File: src/rtl/pattern_det_pkg.sv
// Shared constants and helpers for the serial pattern detectors.
package pattern_det_pkg;

    localparam int unsigned MAX_PAT_W = 32;

    // Common 4-bit target sequences, MSB = first bit received.
    localparam logic [3:0] PAT_1010 = 4'b1010;
    localparam logic [3:0] PAT_1011 = 4'b1011;
    localparam logic [3:0] PAT_0110 = 4'b0110;
    localparam logic [3:0] PAT_1001 = 4'b1001;

    // Masked compare: bits whose mask is 0 are don't-care.
    function automatic logic masked_eq(
        input logic [MAX_PAT_W-1:0] cand,
        input logic [MAX_PAT_W-1:0] pattern,
        input logic [MAX_PAT_W-1:0] mask
    );
        return ((cand ^ pattern) & mask) == '0;
    endfunction

endpackage

File: src/rtl/sat_counter.sv
// Saturating up-counter with synchronous clear (clear wins over increment).
//  clk, reset_n : clock, async active-low reset
//  inc          : add one unless already all-ones
//  clr          : synchronous clear to zero
//  cnt          : registered count
module sat_counter #(
    parameter int unsigned CNT_W = 8
) (
    input  logic             clk,
    input  logic             reset_n,
    input  logic             inc,
    input  logic             clr,
    output logic [CNT_W-1:0] cnt
);

    logic [CNT_W-1:0] cnt_d;
    logic [CNT_W-1:0] cnt_q;

    // Next count: clear, else increment short of all-ones.
    always_comb begin
        cnt_d = cnt_q;
        if (clr) begin
            cnt_d = '0;
        end else if (inc && (cnt_q != '1)) begin
            cnt_d = cnt_q + CNT_W'(1);
        end
    end

    always_ff @(posedge clk or negedge reset_n) begin
        if (!reset_n) begin
            cnt_q <= '0;
        end else begin
            cnt_q <= cnt_d;
        end
    end

    assign cnt = cnt_q;

endmodule

File: src/rtl/pattern_detector_param.sv
// Parametrised serial bit-pattern detector with don't-care mask, overlap
// mode, input qualification and a saturating match counter.
//  clk, reset_n : clock, async active-low reset
//  clear        : synchronous clear of history, fill, pending pulse and count
//  overlap      : 1 = matches may share bits, 0 = restart after each match
//  in_valid     : qualifies in on the current edge
//  in           : serial data bit
//  q            : registered one-cycle match pulse
//  match_cnt    : saturating number of matches
module pattern_detector_param
    import pattern_det_pkg::*;
#(
    parameter int unsigned      PAT_W   = 4,
    parameter logic [PAT_W-1:0] PATTERN = PAT_W'(PAT_1010),
    parameter logic [PAT_W-1:0] MASK    = {PAT_W{1'b1}},
    parameter int unsigned      CNT_W   = 8
) (
    input  logic             clk,
    input  logic             reset_n,
    input  logic             clear,
    input  logic             overlap,
    input  logic             in_valid,
    input  logic             in,
    output logic             q,
    output logic [CNT_W-1:0] match_cnt
);

    localparam int unsigned FILL_W = $clog2(PAT_W + 1);
    localparam logic [FILL_W-1:0] FILL_FULL = FILL_W'(PAT_W);

    if ((PAT_W < 2) || (PAT_W > MAX_PAT_W)) begin : g_bad_pat_w
        $error("pattern_detector_param: PAT_W must be in 2..32");
    end

    logic [PAT_W-1:0]  hist_d, hist_q;
    logic [FILL_W-1:0] fill_d, fill_q;
    logic              match_stage_d, match_stage_q;
    logic              q_d, q_q;

    logic [PAT_W-1:0]  cand;
    logic [FILL_W-1:0] fill_inc;
    logic              hit;

    // History, fill and match staging; clear beats a simultaneous valid bit.
    always_comb begin
        hist_d        = hist_q;
        fill_d        = fill_q;
        match_stage_d = 1'b0;
        q_d           = match_stage_q;

        cand     = {hist_q[PAT_W-2:0], in};
        fill_inc = (fill_q == FILL_FULL) ? fill_q : fill_q + FILL_W'(1);
        hit      = (fill_inc == FILL_FULL) &&
                   masked_eq(MAX_PAT_W'(cand), MAX_PAT_W'(PATTERN), MAX_PAT_W'(MASK));

        if (clear) begin
            hist_d = '0;
            fill_d = '0;
            q_d    = 1'b0;
        end else if (in_valid) begin
            hist_d        = cand;
            match_stage_d = hit;
            // Non-overlap restarts the fill so the next match shares no bits.
            fill_d        = (hit && !overlap) ? '0 : fill_inc;
        end
    end

    always_ff @(posedge clk or negedge reset_n) begin
        if (!reset_n) begin
            hist_q        <= '0;
            fill_q        <= '0;
            match_stage_q <= 1'b0;
            q_q           <= 1'b0;
        end else begin
            hist_q        <= hist_d;
            fill_q        <= fill_d;
            match_stage_q <= match_stage_d;
            q_q           <= q_d;
        end
    end

    // Counter steps on the same edge that raises q.
    sat_counter #(
        .CNT_W (CNT_W)
    ) u_sat_counter (
        .clk     (clk),
        .reset_n (reset_n),
        .inc     (match_stage_q),
        .clr     (clear),
        .cnt     (match_cnt)
    );

    assign q = q_q;

endmodule

File: config.mk
export PLATFORM = sky130hd
export DESIGN_NAME = pattern_detector_param
export DESIGN_NICKNAME = d
export VERILOG_FILES = /design/src/rtl/pattern_det_pkg.sv /design/src/rtl/sat_counter.sv /design/src/rtl/pattern_detector_param.sv
export SDC_FILE = /design/constraint.sdc
export NUM_CORES = 1
export LEC_CHECK = 0
export BUFFER_PORTS_ARGS = -buffer_cell sky130_fd_sc_hd__buf_4
export CORE_MARGIN = 8
export CORE_UTILIZATION = 55
export CTS_BUF_LIST = sky130_fd_sc_hd__clkbuf_8
export DETAILED_ROUTE_END_ITERATION = 6
export PLACE_DENSITY = 0.89
export SETUP_SLACK_MARGIN = 0.1
export SLEW_MARGIN = 25
export SYNTH_ARGS = -nofsm -noshare
export SYNTH_HDL_FRONTEND = slang
export SYNTH_SLANG_ARGS = --single-unit
File: constraint.sdc
create_clock -name clk -period 2.2 [get_ports clk]
set_input_delay 0.11 -clock clk [delete_from_list [all_inputs] [get_ports clk]]
set_output_delay 0.11 -clock clk [all_outputs]
set_load 0.01 [all_outputs]
; ---- After elaboration in Yosys (flattened, before gate mapping)
; Index checks and enable logic that the tools add are counted.
[totals]
register_bits = 16
word_cells = 29
output_inout_bits = 9
[op_classes]
n_addsub = 2
mux = 11
bitwise_logic = 1
eq_ne = 3
n_reduce_logical = 7
[ops]
columns = op, n
row1 = 32-bit logical NOT, 1
row2 = 3-bit 2-to-1 mux, 6
row3 = 8-bit 2-to-1 mux, 2
row4 = 8-bit by 1-bit adder with 8-bit output (second input constant), 1
row5 = 8-bit != test (second input constant), 1
row6 = 3-bit == test (second input constant), 2
row7 = 2-bit nonzero test, 2
row8 = 3-bit by 1-bit adder with 3-bit output (second input constant), 1
row9 = 1-bit logical AND, 3
row10 = 1-bit 2-to-1 mux, 3
row11 = 2-bit NOT, 1
row12 = 1-bit logical NOT, 1

; ---- Depth between registers and ports, before layout
[depth]
depth_word = 8
ltp_mapped = 6

; ---- By module
; From an unflattened synthesis, not the netlist that was laid out.
[unflattened]
cells_unflattened = 86
area_unflattened_um2 = 878.3
[by_module_without_submodules]
columns = mod, area_per_inst_um2, instances, cells_each, seq_area_each_um2
row1 = sat_counter, 464.2, 1, 49, 200.2
row2 = pattern_detector_param, 414.1, 1, 37, 200.2

; ---- Least setup slack after synthesis
; OpenSTA, ideal clock, no wires.
[synth_timing]
path_type = reg-to-reg
startpoint = register fill_q[0]
endpoint = register fill_q[2]
setup_time_ns = 0.124
arrival_ns = 1.272
path_stages_with_launch = 7
required_time_ns = 2.076
slack_ns = 0.804
cell_sequence = dfrtp_1 -> inv_1 -> ha_1 -> nand2b_1 -> mux2i_1 -> a31oi_1 -> o31a_1
[synth_via]
elab_chain_len = 8
elab_cells_between_ends = 9
[synth_lines]
columns = element, line
row1 = start: declaration, pattern_detector_param.sv:36  ; logic [FILL_W-1:0] fill_d, fill_q;
row2 = start signal: assignment, pattern_detector_param.sv:76  ; fill_q <= fill_d;
row3 = 3-bit by 1-bit adder with 3-bit output / 3-bit == test (equally long branches), pattern_detector_param.sv:52  ; fill_inc = (fill_q == FILL_FULL) ? fill_q : fill_q + FILL_W'(1);
row4 = 3-bit 2-to-1 mux (*), pattern_detector_param.sv:52
row5 = 3-bit == test, pattern_detector_param.sv:53  ; hit = (fill_inc == FILL_FULL) &&
row6 = 1-bit logical AND, pattern_detector_param.sv:53
row7 = 1-bit logical AND, pattern_detector_param.sv:64  ; fill_d = (hit && !overlap) ? '0 : fill_inc;
row8 = 3-bit 2-to-1 mux (*), pattern_detector_param.sv:64
row9 = 3-bit 2-to-1 mux (*), pattern_detector_param.sv:60  ; end else if (in_valid) begin
row10 = 3-bit 2-to-1 mux (*), pattern_detector_param.sv:56  ; if (clear) begin
; Mark *: on every way between the ends. The rest lies on a longest branch, timed or not. The select of a mux whose other input is x is not followed.
; A chain may end at the register's enable or synchronous reset.

; ---- Worst setup path in the final report
; Ends and elaborated chain as after synthesis.

==> summary.txt <==
End of the worst register-to-register path - fill_q[2]$_DFFE_PN0P_
RD Place Congestion - 0.764
Setup violators final - 0
Drc violations - 0
DR pass1 iterations - 4
Critical Path Sink Type - flop
TNS Setup - 0 ps
FF-to-FF setup slack - 660 ps
Layout area overhead - 21.9%
Gr ovfl total - 0
F_max - 648 MHz
Port Buffers - 14
Crit path launch - fill_q[0]$_DFFE_PN0P_
Die Span X - 54.8 um
Post-synth EDFFs - 0
Kind of critical path - flop to flop
Met2 wire length - 834 um
Register area - 400 sq um
First-pass GRT wire length - 2.74 mm
N_diodes - 0
Starting Density - 0.569
Fill cells - 109
Number of global-route vias before repair - 663
Clock transition at path regs - 60 ps
Total power - 0.611 mW
Leak Pwr - 0.473 nW
Critical Path Fanout Max - 4
Synth top area cells - dfrtp_1, nor2_1, mux2i_1, ha_1, xnor2_1
CTS sink count - 16
Post-route minimum period - 1540 ps
Synth top cells by count - dfrtp_1, nor2_1, nand2_1
Top_reg_cell synth - dfrtp_1
R2R depth - 6
Post-cts resize count - 0
Internal - 0.479 mW
CTS buffer count - 3
Worst Skew - 2.05 ps
Syn_area_per_cell - 9.85 sq um
Post-CTS Setup Inserts - 0
Maxcap violations - 0
Comb power frac - 0.076
HPWL after DPL - 1.23 mm
Std cell rows - 14
Final hold vios - 0
Actual slew at the worst max-slew pin - 249 ps
Iter 0 DRT Violations - 8
Status - finished clean
Final ANT Viol Nets - 0
Final period utilization - 0.702
WL/cell - 14.3 um
Most numerous cell in the Yosys netlist - dfrtp_1
FF+latch count, synth - 16
DRT Wirelength - 1.67 mm
Worst setup SP type - flop
Share of the synthesized area in the top cell type - 0.484
Cells after Synth - 84
Hold WC Path Type - primary input to flop
Highest routed layer - met4
Area of the core - 1450 sq um
Vias per inst - 5.64
Area of the multi-input gates - 399 sq um
Net count after synthesis - 93
CTS tree - done
Die height - 54.8 um
Clock network fraction of total power - 0.424
Largest net degree at the start of global routing - 17
Area of the die - 3000 sq um
Peak VDD IR - 483 uV
Power per cell area - 606 nW/um^2
Met3 wire length - 77 um
Seq pwr share - 0.500
Fin. max-slew vios - 0
Relative slew slack - 0.833
Initial antenna violation count - 0
H-tree Lvls - 1
Switching pwr - 0.132 mW
Unrepaired setup endpoints after global routing - no
Share of cells above drive strength 1 - 0.208
Critical Path Sink - fill_q[2]$_DFFE_PN0P_
CTS Root Buffer Type - clkbuf_8
Worst reg2reg path startpoint - fill_q[0]$_DFFE_PN0P_
IO Count - 15
Vias - 660
Hold-fix buffers at CTS - 1
Ys Warns - 0
Placed Area - 943 sq um
Sw Ratio - 0.216
Ys async rst share - 1.00
Clock buffer depth - 2
Synth unique cells - 29
Nets - 111
Worst EP required - 2330 ps
Sequential cell area fraction in the yosys report - 0.484
Worst-skew pair later-pin latency - 250 ps
Arr. time, crit path - 1680 ps
Synthesized cell area - 827 sq um
Wire length on met1 - 731 um
Biggest area consumer among synthesized cells - dfrtp_1
Design area - 1010 sq um
GRT Total Usage - 0.124
-- cell families after synthesis --
family                   Yosys count  synth area share
multiplexers                       5            0.0605
AO/OA/AOI/OAI                     13             0.115
XOR/XNOR                           4            0.0424
flip-flops                        16             0.484
adder cells (fa/ha/maj)            3            0.0454
AND/OR/NAND/NOR                   36             0.219
buffers and inverters              7            0.0333
-- state kept, by name, summed over array words and instances (netlist names) --
name	count
match_stage_q	1
q	1
u_sat_counter.cnt	8
fill_q	3
hist_q	3
-- through the flow --
| stage | setup WS (ps) | std cells | hold WS [ps] | util |
|---|---|---|---|---|
| finish | 656 | 117 | 129 | 0.694 |
| global route | 548 | 117 | 154 | 0.694 |
| detailed placement | 676 | 112 | -21.4 | 0.649 |
| floorplan | 804 | 84 | -186 | - |
| CTS | 657 | 117 | 124 | 0.694 |
| global placement | 772 | 112 | -23.8 | 0.649 |
-- final cells by class --
cell class,instances,area share
well taps,16,0.0199
inverters,5,0.0186
flip-flops and latches,16,0.397
repair buffers,15,0.114
clock buffers,4,0.0546
multi-input cells,61,0.396
-- how the worst min path moves through the flow --
| stage | start | end | cells past startpoint |
|---|---|---|---|
| floorplan | reset_n | fill_q[0]$_DFFE_PN0P_ | 0 |
| global placement | reset_n | u_sat_counter.cnt[7]$_DFFE_PN0P_ | 1 |
| detailed placement | reset_n | u_sat_counter.cnt[7]$_DFFE_PN0P_ | 1 |
| CTS | in | hist_q[0]$_DFFE_PN0P_ | 3 |
| global route | clear | u_sat_counter.cnt[6]$_DFFE_PN0P_ | 2 |
| finish | in | hist_q[0]$_DFFE_PN0P_ | 3 |
-- power groups by stage --
| stage | combinational [mW] | sequential (mW) | clock (mW) |
|---|---|---|---|
| 2_1_floorplan | 0.0267 | 0.310 | 0 |
| 3_3_place_gp | 0.0429 | 0.310 | 0 |
| 3_5_place_dp | 0.0447 | 0.311 | 0 |
| 4_1_cts | 0.0469 | 0.305 | 0.266 |
| 5_1_grt | 0.0531 | 0.306 | 0.272 |
| 6_report | 0.0463 | 0.305 | 0.259 |
-- worst max-delay path: stages, from the launching register on --
cell	delay (ps)
dfrtp_1	390
inv_1	90
ha_1	210
nand2b_1	150
mux2i_1	150
a31oi_1	120
o31a_1	310
-- layer usage --
layer | global-route usage | up-vias
met4 | 0.0574 | 0
li1 | - | 329
met2 | 0.219 | 10
met1 | 0.133 | 316
met3 | 0.0353 | 5
met5 | 0 | -
-- layout by cell type (no fill, tap or decap), types with 2 or more instances in the layout --
cell type / count
nand3_1: 4
clkbuf_8: 4
dfrtp_1: 16
ha_1: 3
xnor2_1: 3
a31oi_1: 2
nand2_1: 6
a211oi_1: 2
a21oi_1: 3
nor2_1: 14
mux2i_1: 5
nor3_1: 3
nand4_1: 2
buf_4: 14
inv_1: 5
Power figures use the tool's default switching activity.
